===== src/rtl/mlp_pkg.sv =====
// -----------------------------------------------------------------------------
// mlp_pkg
// Shared constants and types for the MLP weight-fetch controller.
//   DW         : weight word width
//   DEPTH      : total words across the three weight banks
//   BANK_WORDS : words per bank (DEPTH = NUM_BANKS * BANK_WORDS)
//   RD_LAT     : cycles from a read request to its data on data_in
//   FIFO_DEPTH : output buffer entries (power of two)
//   AW         : flat word address width
//   state_e    : controller FSM state encoding
// -----------------------------------------------------------------------------
package mlp_pkg;

  localparam int DW         = 27;
  localparam int BANK_WORDS = 25;
  localparam int NUM_BANKS  = 3;
  localparam int DEPTH      = NUM_BANKS * BANK_WORDS;
  localparam int RD_LAT     = 2;
  localparam int FIFO_DEPTH = 4;
  localparam int AW         = 7;

  typedef enum logic [1:0] {
    ST_IDLE  = 2'd0,
    ST_FETCH = 2'd1,
    ST_DRAIN = 2'd2,
    ST_DONE  = 2'd3
  } state_e;

endpackage


===== src/rtl/mlp_fetch_fifo.sv =====
// -----------------------------------------------------------------------------
// mlp_fetch_fifo
// First-word fall-through buffer between the weight memory return path and
// the consumer. The head entry is visible on data_o whenever valid_o is high.
//   clk, rst : clock, synchronous active-high reset (clears pointers/count)
//   push_i   : write data_i this cycle
//   data_i   : word to write
//   pop_i    : remove the head entry this cycle (ignored when empty)
//   data_o   : head entry
//   valid_o  : buffer is non-empty
//   count_o  : current occupancy, 0..DEPTH
// -----------------------------------------------------------------------------
module mlp_fetch_fifo #(
  parameter int DW    = mlp_pkg::DW,
  parameter int DEPTH = mlp_pkg::FIFO_DEPTH
) (
  input  logic                     clk,
  input  logic                     rst,
  input  logic                     push_i,
  input  logic [DW-1:0]            data_i,
  input  logic                     pop_i,
  output logic [DW-1:0]            data_o,
  output logic                     valid_o,
  output logic [$clog2(DEPTH):0]   count_o
);

  localparam int PW = $clog2(DEPTH);
  localparam int CW = PW + 1;

  logic [DW-1:0] mem_q [DEPTH];
  logic [PW-1:0] wr_ptr_q, wr_ptr_d;
  logic [PW-1:0] rd_ptr_q, rd_ptr_d;
  logic [CW-1:0] count_q, count_d;
  logic          full;
  logic          do_push;
  logic          do_pop;

  assign full    = (count_q == CW'(DEPTH));
  assign do_pop  = pop_i && (count_q != '0);
  // A full buffer still accepts a push when the head leaves in the same cycle.
  assign do_push = push_i && (!full || do_pop);

  always_comb begin
    wr_ptr_d = wr_ptr_q;
    rd_ptr_d = rd_ptr_q;
    count_d  = count_q;
    if (do_push) wr_ptr_d = wr_ptr_q + 1'b1;
    if (do_pop)  rd_ptr_d = rd_ptr_q + 1'b1;
    if (do_push && !do_pop)      count_d = count_q + 1'b1;
    else if (do_pop && !do_push) count_d = count_q - 1'b1;
  end

  always_ff @(posedge clk) begin
    if (rst) begin
      wr_ptr_q <= '0;
      rd_ptr_q <= '0;
      count_q  <= '0;
    end else begin
      wr_ptr_q <= wr_ptr_d;
      rd_ptr_q <= rd_ptr_d;
      count_q  <= count_d;
    end
  end

  // Storage needs no reset: an entry is only observed after it was written.
  always_ff @(posedge clk) begin
    if (do_push) mem_q[wr_ptr_q] <= data_i;
  end

  // The upstream credit rule must make a dropped push impossible.
  always_ff @(posedge clk) begin
    if (!rst) assert (!(push_i && full && !do_pop));
  end

  assign data_o  = mem_q[rd_ptr_q];
  assign valid_o = (count_q != '0);
  assign count_o = count_q;

endmodule


===== src/rtl/mlp_weight_fetch_ctrl.sv =====
// -----------------------------------------------------------------------------
// mlp_weight_fetch_ctrl
// Streams num_words consecutive weight words (flat address 0..num_words-1)
// from a fixed-latency banked memory into an output stream, in address order.
//   clk, rst  : clock, synchronous active-high reset
//   start     : one-cycle run request, num_words sampled with it
//   num_words : run length, legal 1..DEPTH; anything else pulses err
//   rd_en     : read issued this cycle at rd_addr (rd_addr is 0 otherwise)
//   data_in   : read data, valid exactly RD_LAT cycles after its rd_en
//   out_valid / out_ready / out_data / out_last : output stream
//   busy      : run in progress
//   done      : one-cycle pulse after the last word is accepted
//   err       : one-cycle pulse after a rejected start
//   state_o   : FSM state, for observation
//
// Output handshake: a word transfers on every cycle where out_valid and
// out_ready are both high. Once out_valid is raised it stays high with
// out_data and out_last unchanged until that transfer happens.
// -----------------------------------------------------------------------------
module mlp_weight_fetch_ctrl #(
  parameter int DW         = mlp_pkg::DW,
  parameter int DEPTH      = mlp_pkg::DEPTH,
  parameter int RD_LAT     = mlp_pkg::RD_LAT,
  parameter int FIFO_DEPTH = mlp_pkg::FIFO_DEPTH
) (
  input  logic            clk,
  input  logic            rst,
  input  logic            start,
  input  logic [6:0]      num_words,
  output logic            rd_en,
  output logic [6:0]      rd_addr,
  input  logic [DW-1:0]   data_in,
  output logic            out_valid,
  input  logic            out_ready,
  output logic [DW-1:0]   out_data,
  output logic            out_last,
  output logic            busy,
  output logic            done,
  output logic            err,
  output mlp_pkg::state_e state_o
);

  import mlp_pkg::*;

  localparam int CW = $clog2(FIFO_DEPTH) + 1;
  localparam logic [AW-1:0] DEPTH_W = AW'(DEPTH);

  state_e            state_q, state_d;
  logic [AW-1:0]     num_q, num_d;
  logic [AW-1:0]     issued_q, issued_d;
  logic [AW-1:0]     popped_q, popped_d;
  logic [RD_LAT-1:0] vpipe_q, vpipe_d;
  logic              err_q, err_d;

  logic [CW-1:0]     fifo_count;
  logic [DW-1:0]     fifo_data;
  logic              fifo_valid;
  logic              push;
  logic              pop;
  logic [7:0]        inflight;
  logic [7:0]        credit_used;
  logic              start_ok;
  logic              rd_en_int;
  logic              last_head;

  // Words already owed to the buffer: reads still in the return pipe plus
  // words sitting in it. Keeping this below FIFO_DEPTH means every returning
  // word has a slot, so the memory side never needs back-pressure.
  always_comb begin
    inflight = '0;
    for (int i = 0; i < RD_LAT; i++) inflight = inflight + 8'(vpipe_q[i]);
  end

  assign credit_used = 8'(fifo_count) + inflight;
  assign start_ok    = (num_words != '0) && (num_words <= DEPTH_W);
  assign rd_en_int   = (state_q == ST_FETCH) && (credit_used < 8'(FIFO_DEPTH)) &&
                       (issued_q < num_q);
  assign push        = vpipe_q[RD_LAT-1];
  assign pop         = out_valid && out_ready;
  assign last_head   = (popped_q == num_q - 1'b1);

  always_comb begin
    state_d  = state_q;
    num_d    = num_q;
    issued_d = issued_q;
    popped_d = popped_q;
    err_d    = 1'b0;

    // Valid pipe tracks each read until its data appears on data_in.
    vpipe_d[0] = rd_en_int;
    for (int i = 1; i < RD_LAT; i++) vpipe_d[i] = vpipe_q[i-1];

    if (rd_en_int) issued_d = issued_q + 1'b1;
    if (pop)       popped_d = popped_q + 1'b1;

    case (state_q)
      ST_IDLE: begin
        if (start) begin
          if (start_ok) begin
            state_d  = ST_FETCH;
            num_d    = num_words;
            issued_d = '0;
            popped_d = '0;
          end else begin
            err_d = 1'b1;
          end
        end
      end
      ST_FETCH: begin
        if (rd_en_int && (issued_q == num_q - 1'b1)) state_d = ST_DRAIN;
      end
      ST_DRAIN: begin
        if (pop && last_head) state_d = ST_DONE;
      end
      ST_DONE: begin
        state_d = ST_IDLE;
      end
      default: begin
        state_d = ST_IDLE;
      end
    endcase
  end

  always_ff @(posedge clk) begin
    if (rst) begin
      state_q  <= ST_IDLE;
      num_q    <= '0;
      issued_q <= '0;
      popped_q <= '0;
      vpipe_q  <= '0;
      err_q    <= 1'b0;
    end else begin
      state_q  <= state_d;
      num_q    <= num_d;
      issued_q <= issued_d;
      popped_q <= popped_d;
      vpipe_q  <= vpipe_d;
      err_q    <= err_d;
    end
  end

  mlp_fetch_fifo #(
    .DW    (DW),
    .DEPTH (FIFO_DEPTH)
  ) u_fifo (
    .clk     (clk),
    .rst     (rst),
    .push_i  (push),
    .data_i  (data_in),
    .pop_i   (pop),
    .data_o  (fifo_data),
    .valid_o (fifo_valid),
    .count_o (fifo_count)
  );

  // Outputs are forced low while rst is high, so a mid-run reset silences the
  // interface in the reset cycle itself rather than one cycle later.
  assign rd_en     = rd_en_int && !rst;
  assign rd_addr   = rd_en ? issued_q : '0;
  assign out_valid = fifo_valid && !rst;
  assign out_data  = out_valid ? fifo_data : '0;
  assign out_last  = out_valid && last_head;
  assign busy      = !rst && ((state_q == ST_FETCH) || (state_q == ST_DRAIN));
  assign done      = !rst && (state_q == ST_DONE);
  assign err       = !rst && err_q;
  assign state_o   = state_q;

endmodule

===== config.mk =====
export PLATFORM = sky130hd
export DESIGN_NAME = mlp_weight_fetch_ctrl
export DESIGN_NICKNAME = d
export VERILOG_FILES = /design/src/rtl/mlp_pkg.sv /design/src/rtl/mlp_fetch_fifo.sv /design/src/rtl/mlp_weight_fetch_ctrl.sv
export SDC_FILE = /design/constraint.sdc
export NUM_CORES = 1
export LEC_CHECK = 0
export BUFFER_PORTS_ARGS = -buffer_cell sky130_fd_sc_hd__buf_2
export CAP_MARGIN = 5
export CELL_PAD_IN_SITES_DETAIL_PLACEMENT = 0
export CELL_PAD_IN_SITES_GLOBAL_PLACEMENT = 1
export CORE_UTILIZATION = 48
export DETAILED_ROUTE_END_ITERATION = 10
export HOLD_SLACK_MARGIN = 0.03
export PLACE_DENSITY = 0.86
export SLEW_MARGIN = 20
export SYNTH_ARGS = -nofsm -noshare
export SYNTH_HDL_FRONTEND = slang
export SYNTH_HIERARCHICAL = 1
export SYNTH_SLANG_ARGS = --single-unit
export TNS_END_PERCENT = 30

===== constraint.sdc =====
create_clock -name clk -period 3.6 [get_ports clk]
set_input_delay 0.36 -clock clk [delete_from_list [all_inputs] [get_ports clk]]
set_output_delay 0.36 -clock clk [all_outputs]
set_load 0.005 [all_outputs]

# [After elaboration in Yosys (flattened, before gate mapping)]
# Memory sizes are Yosys's and may differ from the RTL's. A register that Yosys moved wholly into a read port is not among the register bits.
# Cells that the tools add are included.
[totals] reg_bits=33 ramBits=108 inputBits=38 out_inout_bits=42 word_cells=85 mem_count=1
[op_classes] n_addsub=9 order_cmp=3 n_eq_ne=10 n_mux=22 bitwise=2 reduce_logical=29
[memory_table] memory="u_fifo.mem_q" depth=4 width=27 rd=1 rd_clocked_by_memory_dff=1 wr=1 line_no="mlp_fetch_fifo.sv:30" text="logic [DW-1:0] mem_q [DEPTH];"
[ops] cell="2-to-1 mux 7 bit" count=9
[ops] cell="2-to-1 mux 27 bit" count=1
[ops] cell="logical AND 1 bit" count=16
[ops] cell="adder 7 x 1 -> 7 bit, second input constant" count=2
[ops] cell="equality test 7 bit" count=2
[ops] cell="2-to-1 mux 2 bit" count=6
[ops] cell="!= test 2 bit, second input constant" count=4
[ops] cell="one-hot mux 2 bit (4 select lines)" count=1
[ops] cell="<= comparator 7 bit, second input constant" count=1
[ops] cell="less-than comparator 7 bit" count=1
[ops] cell="nonzero test 7 bit" count=1
[ops] cell="subtractor 7 x 1 -> 7 bit, second input constant" count=1
[ops] cell="2-to-1 mux 3 bit" count=2
[ops] cell="adder 2 x 1 -> 2 bit, second input constant" count=2
[ops] cell="adder 3 x 2 -> 4 bit" count=1
[ops] cell="equality test 2 bit, second input constant" count=2
[ops] cell="zero test 1 bit" count=4
[ops] cell="less-than comparator 4 x 3 -> 1 bit, second input constant" count=1
[ops] cell="AND reduction 4 bit" count=1
[ops] cell="adder 3 x 1 -> 3 bit, second input constant" count=1
[ops] cell="equality test 3 bit, second input constant" count=1
[ops] cell="2-to-1 mux 1 bit" count=3
[ops] cell="AND reduction 3 bit" count=1
[ops] cell="nonzero test 3 bit" count=1
[ops] cell="other kinds (8)" count=10

# [Logic depth before layout (Yosys ltp)]
# Gate-level depths: netlist of run 1.
[logic_depth] depth_word=10 mapped_depth=11 mapped_depth_nobuf=11

# [By module]
# The synthesis of run 1 kept the hierarchy.
[modules_own_cells] module="mlp_fetch_fifo" n_inst=1 cells_per_inst=188 area_each_um2=4370.4 seq_area_each_um2=3423.3
[modules_own_cells] module="mlp_weight_fetch_ctrl" n_inst=1 cells_per_inst=238 area_each_um2=1955.6 seq_area_each_um2=520.5

# [Worst setup path before layout of run 1]
# OpenSTA, ideal clock, no wires.
[synth_timing] path_kind="register -> register" start="register u_fifo.count_q[1] (netlist: u_fifo/count_o[1])" end="register u_fifo.count_q[2] (netlist: u_fifo/count_o[2])" setup_time_ps=70 t_arrival_ps=2642 required_ps=3530 path_slack_ps=888 path_stages_with_launch=12 n_path_buf=0 period_less_slack_ps=2712 cell_sequence="dfxtp_1 > or3_2 > nor2b_1 > nand2_1 > inv_1 > o31ai_1 > ha_1 > inv_1 > fa_1 > xor2_1 > or3_2 > a21oi_1"
[synth_between] elab_chain_len=9 elab_cells_between_ends=17 classes_between="add/sub: 2; eq/ne: 1; mux: 2; reduce/logical: 12"
[synth_rtl] element="from (decl)" line_no="mlp_fetch_fifo.sv:33" text="logic [CW-1:0] count_q, count_d;"
[synth_rtl] element="from (signal assigned)" line_no="mlp_fetch_fifo.sv:61" text="count_q <= count_d;"
[synth_rtl] element="nonzero test 3 bit (*)" line_no="mlp_fetch_fifo.sv:76" text="assign valid_o = (count_q != '0);"
[synth_rtl] element="via fifo_valid" line_no="mlp_weight_fetch_ctrl.sv:57" text="logic fifo_valid;"
[synth_rtl] element="logical AND 1 bit (*)" line_no="mlp_weight_fetch_ctrl.sv:160" text="assign out_valid = fifo_valid && !rst;"
[synth_rtl] element="logical AND 1 bit (*)" line_no="mlp_weight_fetch_ctrl.sv:79" text="assign pop = out_valid && out_ready;"
[synth_rtl] element="via pop" line_no="mlp_weight_fetch_ctrl.sv:59" text="logic pop;"
[synth_rtl] element="logical AND 1 bit (*)" line_no="mlp_fetch_fifo.sv:39" text="assign do_pop = pop_i && (count_q != '0);"
[synth_rtl] element="logical OR 1 bit" line_no="mlp_fetch_fifo.sv:41" text="assign do_push = push_i && (!full || do_pop);"
[synth_rtl] element="logical AND 1 bit" line_no="mlp_fetch_fifo.sv:41"
[synth_rtl] element="zero test 1 bit" line_no="mlp_fetch_fifo.sv:50" text="else if (do_pop && !do_push) count_d = count_q - 1'b1;"
[synth_rtl] element="logical AND 1 bit" line_no="mlp_fetch_fifo.sv:50"
[synth_rtl] element="nonzero test 2 bit (no line)"
# Mark *: on every way through the listed nets, which the timed path passes. The rest lies on a longest branch. The select of a mux whose other input is x is not followed.
# A chain may end at the register's enable or synchronous reset.

# [Worst setup path in the final report of run 1]
[layout_timing] start="register u_fifo.count_q[1] (netlist: u_fifo/count_o[1])" end="register u_fifo.count_q[2] (netlist: u_fifo/count_o[2])"
[layout_between] elab_chain_len=9 elab_cells_between_ends=17 classes_between="add/sub: 2; eq/ne: 1; mux: 2; reduce/logical: 12"
[layout_rtl] element="nonzero test 3 bit (*)" line_no="mlp_fetch_fifo.sv:76"
[layout_rtl] element="via fifo_valid" line_no="mlp_weight_fetch_ctrl.sv:57"
[layout_rtl] element="logical AND 1 bit (*)" line_no="mlp_weight_fetch_ctrl.sv:160"
[layout_rtl] element="logical AND 1 bit (*)" line_no="mlp_weight_fetch_ctrl.sv:79"
[layout_rtl] element="via pop" line_no="mlp_weight_fetch_ctrl.sv:59"
[layout_rtl] element="logical AND 1 bit (*)" line_no="mlp_fetch_fifo.sv:39"
[layout_rtl] element="logical OR 1 bit (*)" line_no="mlp_fetch_fifo.sv:41"
[layout_rtl] element="logical AND 1 bit (*)" line_no="mlp_fetch_fifo.sv:41"
[layout_rtl] element="via u_fifo.do_push" line_no="mlp_fetch_fifo.sv:35" text="logic do_push;"
[layout_rtl] element="zero test 1 bit" line_no="mlp_fetch_fifo.sv:50"
[layout_rtl] element="logical AND 1 bit" line_no="mlp_fetch_fifo.sv:50"
[layout_rtl] element="nonzero test 2 bit (no line)"
# Marked as above.

==> results list, run 1 <==
- Status: finished, final reports clean
- Reported max-cap violation count: 0
- The clock passes through at most 2 buffers.
- In the synthesized netlist the dominant register cell turns out to be edfxtp_1.
- The share of the Yosys chip area taken by registers is 0.6234.
- Worst slew pin tran: around 0.77 ns
* Net Sw Frac: 0.2377
- HPWL Detailed: ~7.6 mm
- Total gr overflow: 0
* Synthesis warning total: 6
* Layout-stage area growth over the synthesis result: 17.39%
- In this run the worst setup path begins at u_fifo/count_o[1].
- For this design the total switching power over the nets is between 0.0009 and 0.001 W.
* Average via count per standard cell: 5.268
- Source of the worst register-to-register timing path: u_fifo/count_o[1]
- Antenna violations before repair: 1
* Clock tree root driver cell: clkbuf_16
* Starting utilization of the core area: 0.4972
* Clock network fraction of design power: 0.399
- Total I/O pin count: 80
- Total power divided by cell area: 546.1 nW/um2
* Count of standard-cell rows: 41
- DRC viols: 0
- The internal portion of the total power is 0.003091 W.
- The startpoint identified for the worst hold timing path is data_in[11].
- Unrepaired setup endpoints after global routing: false
* Count of hold buffers inserted by post-cts repair: 0
- 0 antenna diodes ended up in the layout.
* Total leakage power: 2.744 nW
- Synthesized area: 6326 um2
* Yosys reg bits: 143
- TritonRoute pass-1 iters: 4
- For the worst setup path, the data required time is 3.94 ns.
- Entering global routing, the biggest net connects 30 pins.
- Synthesis instantiated 49 different standard cells from the library.
- Of all nets on the critical path, the largest fanout is 29.
- Number of buffers inserted by port buffering: 79
- Post-Synthesis Cells: ~430
- Wire length per cell: 16.77 um
* Clk_lat worst skew: roughly 0.42 ns
* Number of clock buffers inserted by TritonCTS: 17
* Setup violators final: 0
- Summing over every cut layer, the via total after detailed routing is 3640.
- The worst-case IR drop observed on VDD is 0.0003110 V.
- In the final layout, the share of cells above drive strength 1 is 0.2948.
- The first global-routing pass estimated 18.19 mm of wire.
- Min Hold Slack: 0.1612 ns
- In the final timing run, aggregate negative setup slack is 0 ns.
* Violation count after the first detailed-route iteration: between 200 and 300
* Post-synth EDFFs: 108
- Endpoint type of the worst setup path: register
- In this run the tightest slew margin relative to its limit is 0.4848.
- Clock-pin slew was measured on the worst setup and hold paths at roughly 0.05 ns.
- TritonCTS built the clock tree.
- STA classifies the critical path startpoint as a register.
- In this run the horizontal extent of the chip is 116.8 um.
- Filler Cells Inserted: 1013
* Routability congestion estimate: 0.7788
* Data arrival at the endpoint of the critical path: roughly 3.6 ns
- After synthesis, the mean cell area works out to 14.85 um2.
- In this run the remaining antenna-violating nets after routing total 0.
* Part of the power in combinational logic: 0.135
- Area of the die: 13640 um2
* Kind of critical path: reg -> reg
- The H-tree generated during clock tree synthesis spans 4 levels.
- Final critical delay including setup and external delays: 3.225 ns
* Clock tree skew after final layout: 0.008570 ns
* Class of the tightest hold or removal check: in -> reg
- Leaving out fill and tap cells, the most frequent cell in the layout is edfxtp_1.
- The number of slew-limit violations in the final report was 0.
- Final Routed Wirelength: ~12 mm
- Die height: 116.8 um
* Sequential group share of total power: 0.465
- In the global route stage, overall resource usage came out at 0.1847.
- In the finished design, the share of the clock period the worst path needs comes to 0.8959.
- Post-layout net count: 566
- Share of synthesized flip-flops with an asynchronous set or reset: 0
- Total number of clock tree sinks: 143
* Placeable core area: approximately 13000 um2
- The count of endpoints failing hold in the final timing report was 0.
- In the layout the commonest cells are edfxtp_1, buf_2, and2_1, dfxtp_1, nor2_1.
- Number of global-route vias before repair: 3642
* Achievable Freq: 310.1 MHz
- Syn Nets: 486
==> layer usage <==
| metal | vias to the layer above | wire, um | track usage |
|---|---|---|---|
| met1 | 1806 | 5010 | 0.2205 |
| met4 | 2 | 167 | 0.07511 |
| li1 | 1728 | - | - |
| met3 | 16 | 518 | 0.05407 |
| met2 | 88 | 5877 | 0.3152 |
| met5 | - | 13 | 0 |
==> worst max-delay path: stages, from the launching register on <==
cell	delay (ns)
dfxtp_1	0.47
or3_2	0.19
nor2b_4	0.50
nand2_1	0.21
inv_1	0.25
o41a_4	0.21
ha_1	0.19
inv_1	0.06
fa_1	0.37
xor2_1	0.15
or3_2	0.41
a21oi_1	0.14
==> synthesized netlist by cell type (all sizes together) (10+ instances only) <==
cell type	count	area share
nor2	32	0.019
and2	40	0.040
nand2	11	0.0065
mux4	27	0.096
ha	21	0.042
edfxtp	108	0.51
xnor2	18	0.025
mux2i	10	0.016
dfxtp	35	0.11
buf	12	0.011
xor2	13	0.018
clkbuf	11	0.0067
inv	17	0.010
==> metrics by stage <==
step | util | setup WS, ns | cell area (um2) | power (W) | cells
finish | 0.5837 | 0.3748 | 7426 | 0.004055 | 691
global route | 0.5837 | 0.06352 | 7426 | 0.004241 | 691
CTS | 0.5837 | 0.3063 | 7426 | 0.004102 | 691
detailed placement | 0.5395 | -0.01150 | 6864 | 0.002471 | 659
global placement | 0.5395 | 0.1211 | 6864 | 0.002452 | 659
floorplan | - | 0.8880 | 6326 | 0.002302 | 426
==> worst paths after layout <==
kind	to	slack [ns]	depth (start not counted)
worst max register to register	u_fifo/count_o[2]	0.37	11
worst min-delay path	u_fifo/mem_q[0][11]	0.16	1
worst max-delay path	u_fifo/count_o[2]	0.37	11
worst min register to register	vpipe_q[1]	0.47	1
==> cells by family after synthesis <==
family / count (synthesis) / synth area share
xor+xnor: 33 / 0.05004
compound gates: 28 / 0.03264
fa+ha+maj: 22 / 0.04470
flops: 143 / 0.6234
simple gates: 121 / 0.1044
mux: 39 / 0.1167
buf+inv: 40 / 0.02809
==> what timing repair did <==
action	in CTS	in global routing
setup buffers	0	0
resized for setup	1	0
setup endpoints to repair	1	0
==> registers in the layout, summed over array words and instances, names as in the netlist, named ones only <==
signal / cells
u_fifo/wr_ptr_q: 2
u_fifo/mem_q: 108
u_fifo/count_o: 3
vpipe_q: 2
err_q: 1
u_fifo/rd_ptr_q: 2
issued_q: 7
num_q: 7
state_o: 2
popped_q: 7
==> layout make-up <==
type | instances | area, um2 | share of cell area
Clock buffer | 24 | 471.7 | 0.06352
Inverter | 17 | 63.81 | 0.008593
Clock inverter | 8 | 85.08 | 0.01146
Timing Repair Buffer | 84 | 432.9 | 0.05830
Tap cell | 172 | 215.2 | 0.02898
Multi-Input combinational cell | 243 | 2212 | 0.2979
Sequential cell | 143 | 3945 | 0.5313
==> power groups by stage <==
stage,clock (W),sequential [W],combinational (W)
floorplan,0,0.00190,0.000405
global route,0.00172,0.00189,0.000624
CTS,0.00166,0.00189,0.000557
finish,0.00162,0.00189,0.000549
detailed placement,0,0.00192,0.000549
global placement,0,0.00192,0.000534
(Power assumes the default switching activity.)
==> run 2: changes to the inputs <==
--- a/config.mk
+++ b/config.mk
@@ -9,10 +9,11 @@
 export CAP_MARGIN = 5
 export CELL_PAD_IN_SITES_DETAIL_PLACEMENT = 0
 export CELL_PAD_IN_SITES_GLOBAL_PLACEMENT = 1
+export CORE_ASPECT_RATIO = 1.4
 export CORE_UTILIZATION = 48
 export DETAILED_ROUTE_END_ITERATION = 10
 export HOLD_SLACK_MARGIN = 0.03
-export PLACE_DENSITY = 0.86
+export PLACE_DENSITY_LB_ADDON = 0.1
 export SLEW_MARGIN = 20
 export SYNTH_ARGS = -nofsm -noshare
 export SYNTH_HDL_FRONTEND = slang
==> run 2 against run 1 <==
Against the previous run: non-clock buffer count up 8; sequential power about the same; combinational power up 1%; count of clock-buffer cells in the layout down 7; power up 5.6%; flip-flop and latch count unchanged; via count down 1.7%; worst setup slack better by 0.14 ns; global-route usage up 0.42 points; die area about the same; routed wire length up 2.8%.
==> results list, run 2 (same netlist as run 1, synthesis figures left out) <==
* Crit path launch type: register
* Routability congestion estimate: 0.7677 (-1.4%)
- The total leakage power was 2.836 nW (+3.3%).
- The worst hold path stage count was 1 (unchanged).
- Reported max-cap violation count: 0 (unchanged)
- The starting utilization of the core area came to 0.4914 (-0.005895).
- Wire length per cell: 17.52 um (+4.5%)
* Worst VDD drop: 0.0003329 V (+7.0%)
- Placeable core area: 12870 um2 (+1.2%)
- The largest net degree at the start of global routing was 30 (unchanged).
* CTS H-Tree Depth: 4 (unchanged)
- Post-layout net count: 574 (+1.4%)
- STA classifies the critical path endpoint as an output port.
- Cts repair resizes: 0 (-1)
- Leading cell types in the layout, fill and taps excluded: edfxtp_1, buf_2, and2_1, dfxtp_1, nor2_1
- Number of buffers inserted by port buffering: 79 (unchanged)
* Number of clock buffers inserted by TritonCTS: 17 (unchanged)
- The fraction of layout instances using a drive strength above 1 is 0.3150 (+0.02019).
- The time the worst path needs with I/O delays and setup was 3.083 ns (-0.1419 ns).
- Via total after detailed routing: 3577 (-1.7%)
- The filler cell count in the final layout was 1053 (+3.9%).
- Area of combinational cells with multiple inputs: 2207 um2 (-0.23%)
- The die area came to 13650 um2 (about the same).
- Kind of critical path: reg -> out
- The via count of the first global-routing pass came to 3668 (+0.71%).
* Max reg flops: 108 (unchanged)
- The maximum buffer depth of the clock tree is 2 (unchanged).
* Ratio of final minimum period to clock period: 0.8565 (-0.03941)
* Total power divided by cell area: 564.7 nW/um2 (+3.4%)
* Largest fanout on the critical path: 8 (-72%)
- Area occupied by registers: 3945 um2 (unchanged)
* Global-route wire length before repair: 18.83 mm (+3.5%)
- The total routing resource utilization after global routing is 0.1890 (+0.004220).
- Remaining antenna violation count after routing: 0 (unchanged)
* Layout-stage area growth over the synthesis result: 19.92%
- Post-CTS Setup Inserts: 0 (unchanged)
* Antenna violations before repair: 0 (-1)
* TritonRoute pass-1 iters: 4 (unchanged)
* Status: finished, final reports clean
* Class of the tightest hold or removal check: in -> reg
- Final Hold Fails: 0 (unchanged)
* Number of antenna cells inserted: 0 (unchanged)
* HPWL Detailed: 8.115 mm (+6.4%)
- Data arrival at the endpoint of the critical path: 2.72 ns (-0.85 ns)
- Setup repair after global routing left no endpoint under its margin.
* Clk_lat worst skew: 0.41 ns (about the same)
- Final count of pins violating max slew: 0 (unchanged)
- Count of standard-cell rows: 49 (+20%)
- The count of hold-fix buffers inserted at cts was 0 (unchanged).
- The worst slew margin relative to its limit came to 0.5018 (+0.01700).
- Setup violators final: 0 (unchanged)
- Final Util: 0.5892 (+0.005519)
- The non-filler instance count after layout came to 680 (-1.6%).
* Worst slew pin tran: 0.7380 ns (-0.03486 ns)
- Total number of clock tree sinks: 143 (unchanged)
* Total gr overflow: 0 (unchanged)
- Most common library cell in the layout ignoring fill and taps: edfxtp_1
- Required time of the worst setup path: 3.24 ns (-0.70 ns)
- Clock slew seen by the registers of the worst setup and hold paths: 0.06 ns (about the same)
- The total instance count after detailed placement was 648 (-1.7%).
* DRC viols: 0 (unchanged)
- The tree is rooted in a clkbuf_16.
- The final hold slack is 0.1612 ns (-0.00001000 ns).
* Average via count per standard cell: 5.260 (-0.14%)
* Aggregate negative setup slack: 0 ns (unchanged)
* Reg2reg path depth: 12 (+1)
- Die height: 137.8 um (+18%)
* Register with the most flip-flops: u_fifo/mem_q
- TritonCTS built the clock tree.
- The I/O pin count is 80 (unchanged).
- Die boundary width: 99.03 um (-15%)
- The count of routing violations after the opening detailed-route iteration came to 100 (-64%).
- Final Routed Wirelength: 11.92 mm (+2.8%)
- Achievable Freq: 324.3 MHz (+4.6%)
- Clock tree skew after final layout: 0.008905 ns (+0.0003347 ns)
## run 2: cell types whose count changed in the layout (fill, tap and decap cells not counted), moves of 2 or more
cell,before,now
buf_12,0,4
clkbuf_1,5,0
buf_4,5,9
bufinv_16,1,4
clkinv_4,3,5
clkbuf_8,2,0
inv_6,1,3
## run 2: power breakdown
part / switching, W / total [W] / internal [W]
combinational: 0.000279 / 0.000556 / 0.000277
clock: 0.000667 / 0.00184 / 0.00117
sequential: 0.0000626 / 0.00189 / 0.00183
## run 2: cell type report
| type | instances | share of cell area |
|---|---|---|
| clock buffer | 17 | 0.05608 |
| clock inverter | 15 | 0.02771 |
| inverter | 17 | 0.008412 |
| multi-input combinational | 243 | 0.2909 |
| sequential | 143 | 0.5200 |
| tap | 153 | 0.02524 |
| timing repair buffer | 92 | 0.07158 |
## run 2: final timing paths
kind                                      endpoint              start  slack (ns)
worst min-delay path            u_fifo/mem_q[2][5]         data_in[5]        0.16
worst max register to register   u_fifo/count_o[2]  u_fifo/count_o[0]        0.68
worst min register to register          vpipe_q[1]         vpipe_q[0]        0.48
worst max-delay path                    rd_addr[6]           num_q[3]        0.52
## run 2: worst max-delay path, cell delays in order (launching register included)
cell	delay, ns
dfxtp_1	0.53
inv_1	0.09
ha_1	0.31
a21oi_1	0.15
a21oi_1	0.08
a211oi_1	0.37
nor2b_1	0.48
and2_1	0.19
buf_2	0.11
## run 2: metal layers
layer | part of all wire | global-route usage
met3 | 0.036 | 0.04871
met4 | 0.017 | 0.07629
met5 | 0 | 0
met2 | 0.56 | 0.3598
met1 | 0.39 | 0.1964
## run 2: through the flow
stage / area (um2) / setup WS (ns) / power (W)
final: 7586 / 0.5167 / 0.004284
after global routing: 7586 / 0.2605 / 0.004461
after CTS: 7586 / 0.4785 / 0.004337
after detailed placement: 6950 / 0.6852 / 0.002493
after global placement: 6950 / 0.7873 / 0.002485
after floorplan: 6326 / 0.8880 / 0.002302
==> run 3: changes to the inputs <==
--- a/config.mk
+++ b/config.mk
@@ -5,14 +5,16 @@
 export SDC_FILE = /design/constraint.sdc
 export NUM_CORES = 1
 export LEC_CHECK = 0
+export ABC_AREA = 1
 export BUFFER_PORTS_ARGS = -buffer_cell sky130_fd_sc_hd__buf_2
 export CAP_MARGIN = 5
 export CELL_PAD_IN_SITES_DETAIL_PLACEMENT = 0
 export CELL_PAD_IN_SITES_GLOBAL_PLACEMENT = 1
 export CORE_ASPECT_RATIO = 1.4
-export CORE_UTILIZATION = 48
+export CORE_UTILIZATION = 45
 export DETAILED_ROUTE_END_ITERATION = 10
 export HOLD_SLACK_MARGIN = 0.03
+export MAX_ROUTING_LAYER = met4
 export PLACE_DENSITY_LB_ADDON = 0.1
 export SLEW_MARGIN = 20
 export SYNTH_ARGS = -nofsm -noshare
==> run 3 against run 2 <==
Against the previous run: combinational power increased by 24%; worst setup slack improved by 0.14 ns; power decreased by 3.5%; core utilization decreased by 4.8 points; non-clock buffer count decreased by 5; final area about the same; global-route usage increased by 0.82 points; routed wire length increased by 14%; die area increased by 9.7%; sequential power about the same; critical endpoint unchanged; largest cell class unchanged.
==> results list, run 3 <==
* Status: finished, final reports clean
- Following the worst setup path forward leads to its endpoint at rd_addr[6].
- Number of buffers inserted by port buffering: 79 (unchanged)
- The final total negative setup slack was 0 ns (unchanged).
* Unrepaired setup endpoints after global routing: false
- The final estimated routing congestion in global placement was 0.8338 (+8.6%).
- STA classifies the critical path startpoint as a register.
- Average size of a mapped cell: 9.890 um2 (-33%)
* Synthesized area: 6518 um2 (+3.0%)
- The wire length on met2 is 7.611 mm (+14%).
- Register with the most flip-flops: u_fifo/mem_q
- Max reg flops: 108 (unchanged)
- Top routing layer in use: met4
* TritonRoute pass-1 iters: 4 (unchanged)
- Clock tree root driver cell: clkbuf_16
- The die extent in y came to 144.4 um (+4.8%).
* Kind of critical path: reg -> out
* Violation count after the first detailed-route iteration: 145 (+45%)
- STA classifies the critical path endpoint as an output port.
- The final routed wire length divided by cell count was 14.47 um (-17%).
* CTS tree: done
* Count of cell types in the netlist: 31 (-37%)
- Post-CTS Setup Inserts: 0 (unchanged)
* Cts repair resizes: 0 (unchanged)
- The worst register-to-register path begins at u_fifo/count_o[1].
- The initial antenna violation count is 1 (+1).
* Total gr overflow: 0 (unchanged)
- The number of standard-cell rows in the floorplan came to 51 (+4.1%).
- The final clock skew came to 0.01015 ns (+0.001241 ns).
* Total number of clock tree sinks: 143 (unchanged)
- In this run the worst setup path begins at num_q[2].
* Ratio of final minimum period to clock period: 0.8179 (-0.03859)
- Worst VDD drop: 0.0003962 V (+19%)
- Sequential share of the synthesized area: 0.6051 (-0.01831)
* GRT Util Overall: 0.1972 (+0.008218)
* Bufs on Longest Clock Path: 2 (unchanged)
* Class of the tightest hold or removal check: in -> reg
- Yosys reg bits: 143 (unchanged)
- Reg2reg path depth: 15 (+3)
- The sum of met3 wire segment lengths after detailed routing was 464 um (+9.4%).
- Data arrival at the endpoint of the critical path: 2.58 ns (-0.14 ns)
* Required time of the worst setup path: 3.24 ns (about the same)
- The detailed-routing wirelength on met1 is 5.428 mm (+18%).
- The power per cell area is 544.5 nW/um2 (-3.6%).
- The setup slack of the worst register-to-register path is 0.67 ns (about the same).
- Commonest register cell after synthesis: edfxtp_1
* Via total after detailed routing: 4690 (+31%)
- The total clock buffers created by CTS came to 17 (unchanged).
* Slew HR: 0.5221 (+0.02035)
- The detailed-placement wirelength estimate was 9.309 mm (+15%).
* Worst slew pin tran: 0.7158 ns (-0.02214 ns)
* Placeable core area: 14040 um2 (+9.0%)
- The setup violation total in the final timing report was 0 (unchanged).
- The count of flip-flops with a built-in enable after synthesis was 108 (unchanged).
- The fraction of layout instances using a drive strength above 1 is 0.1746 (-0.1404).
- The clock-pin slew on the worst setup and hold paths came to 0.06 ns (about the same).
- The global-route wire length before repair is 21.83 mm (+16%).
- The time the worst path needs with I/O delays and setup came to 2.944 ns (-0.1389 ns).
- DRC viols: 0 (unchanged)
- CTS H-Tree Depth: 4 (unchanged)
* Number of global-route vias before repair: 4573 (+25%)
- Maximum number of pins on one net before global-route repair: 55 (+83%)
- Share of synthesized flip-flops with an asynchronous set or reset: 0 (unchanged)
- The filler cell count in the final layout came to 1303 (+24%).
- The count of warnings emitted by yosys was 6 (unchanged).
- The total leakage power came to 3.086 nW (+8.8%).
- Reported max-cap violation count: 0 (unchanged)
* Worst reg2reg endpoint: u_fifo/count_o[1]
* Final Hold Fails: 0 (unchanged)
* Leading cell types in the layout, fill and taps excluded: nor2_1, edfxtp_1, inv_1, buf_2, nand2_1
- Post-layout net count: 803 (+40%)
- Top post-synthesis cells by count: nor2_1, edfxtp_1, inv_1
- Final Routed Wirelength: 13.63 mm (+14%)
* Layout-stage area growth over the synthesis result: 16.49%
- The peak clock frequency supported by timing is 339.6 MHz (+4.7%).
- By area the synthesized netlist is led by edfxtp_1, dfxtp_1, nor2_1.
- The largest total area in the synthesized netlist belongs to edfxtp_1.
- Total I/O pin count: 80 (unchanged)
* Largest fanout on the critical path: 7 (-1)
- The number of nets still failing antenna checks after routing was 0 (unchanged).
- The total chip power is 0.004134 W (-3.5%).
- Clk_lat worst skew: 0.40 ns (about the same)
- Share of the synthesized area in the top cell type: 0.4976 (-0.01506)
- Most common library cell in the layout ignoring fill and taps: nor2_1
* Average via count per standard cell: 4.979 (-5.4%)
* Final count of pins violating max slew: 0 (unchanged)
* Most frequent cell after synthesis: nor2_1
* Post-Synthesis Cells: 659 (+55%)
- Count of hold buffers inserted by post-cts repair: 0 (unchanged)
- Die boundary width: 103.7 um (+4.7%)
* Area of the die: 14980 um2 (+9.7%)
- Syn Nets: 719 (+48%)
- The starting utilization of the core area is 0.4643 (-0.02709).
[run 3: cell count changes after synthesis, sizes merged, moves of 23 or more]
| cell | before | now |
|---|---|---|
| o21ai | 4 | 68 |
| nand3 | 7 | 30 |
| mux4 | 27 | 0 |
| and2 | 40 | 0 |
| inv | 17 | 81 |
| nor2 | 32 | 137 |
| o22ai | 0 | 27 |
| nand2 | 11 | 79 |
[run 3: routing by layer]
metal,up-vias,track usage
li1,2394,-
met1,2204,0.1948
met2,83,0.3780
met3,9,0.04371
met4,0,0.07444
met5,-,-
[run 3: worst min path at each step]
stage / slack [ns] / from / cells past startpoint / endpoint
floorplan: 0.41 / vpipe_q[0] / 2 / vpipe_q[1]
global placement: 0.43 / vpipe_q[0] / 2 / vpipe_q[1]
detailed placement: 0.42 / vpipe_q[0] / 2 / vpipe_q[1]
CTS: 0.15 / data_in[11] / 1 / u_fifo/mem_q[2][11]
global route: 0.16 / data_in[24] / 1 / u_fifo/mem_q[0][24]
finish: 0.17 / data_in[19] / 1 / u_fifo/mem_q[2][19]
[run 3: cell type report]
class | instances | area [um2] | share of cell area
sequential | 143 | 3945 | 0.5196
multi-input combinational | 412 | 2106 | 0.2774
timing repair buffer | 87 | 455.4 | 0.05999
clock buffer | 19 | 432.9 | 0.05702
inverter | 82 | 320.3 | 0.04219
tap | 185 | 231.5 | 0.03049
clock inverter | 13 | 98.84 | 0.01302
antenna | 1 | 2.502 | 0.0003296
[run 3: cells by family (layout without fill, tap and decap cells)]
logic type / after synthesis / in the layout / synth area share
compound gates: 124 / 124 / 0.1014
xor+xnor: 8 / 8 / 0.01075
fa+ha+maj: 22 / 22 / 0.04339
buf+inv: 104 / 201 / 0.07641
flops: 143 / 143 / 0.6051
other cells: 0 / 1 / 0
simple gates: 258 / 258 / 0.1630
[run 3: power by group]
part | total (W) | leakage [nW] | internal [W] | switching, W
Combinational | 0.000689 | 1.57 | 0.000243 | 0.000446
Clock | 0.00155 | 0.259 | 0.000936 | 0.000613
Sequential | 0.00190 | 1.26 | 0.00184 | 0.0000533
[run 3: worst max-delay path: stages (launching register included)]
cell and delay (ns):
dfxtp_1 0.43, inv_2 0.09, ha_1 0.31, a21oi_1 0.13, o21ai_0 0.10, nand2_1 0.07
nand2_1 0.05, nor2_1 0.33, inv_1 0.19, nor2_1 0.15, inv_1 0.13, nor2_1 0.10
buf_2 0.11
[run 3: metrics by stage]
step / hold WS, ns / cell area [um2] / utilization / worst slack, ns / instances
after floorplan: 0.4074 / 6518 / - / 0.7779 / 659
after global placement: 0.4256 / 7058 / 0.5028 / 0.7855 / 909
after detailed placement: 0.4207 / 7058 / 0.5028 / 0.6303 / 909
after CTS: 0.1524 / 7590 / 0.5406 / 0.5893 / 941
after global routing: 0.1587 / 7592 / 0.5408 / 0.2922 / 942
final: 0.1723 / 7592 / 0.5408 / 0.6556 / 942
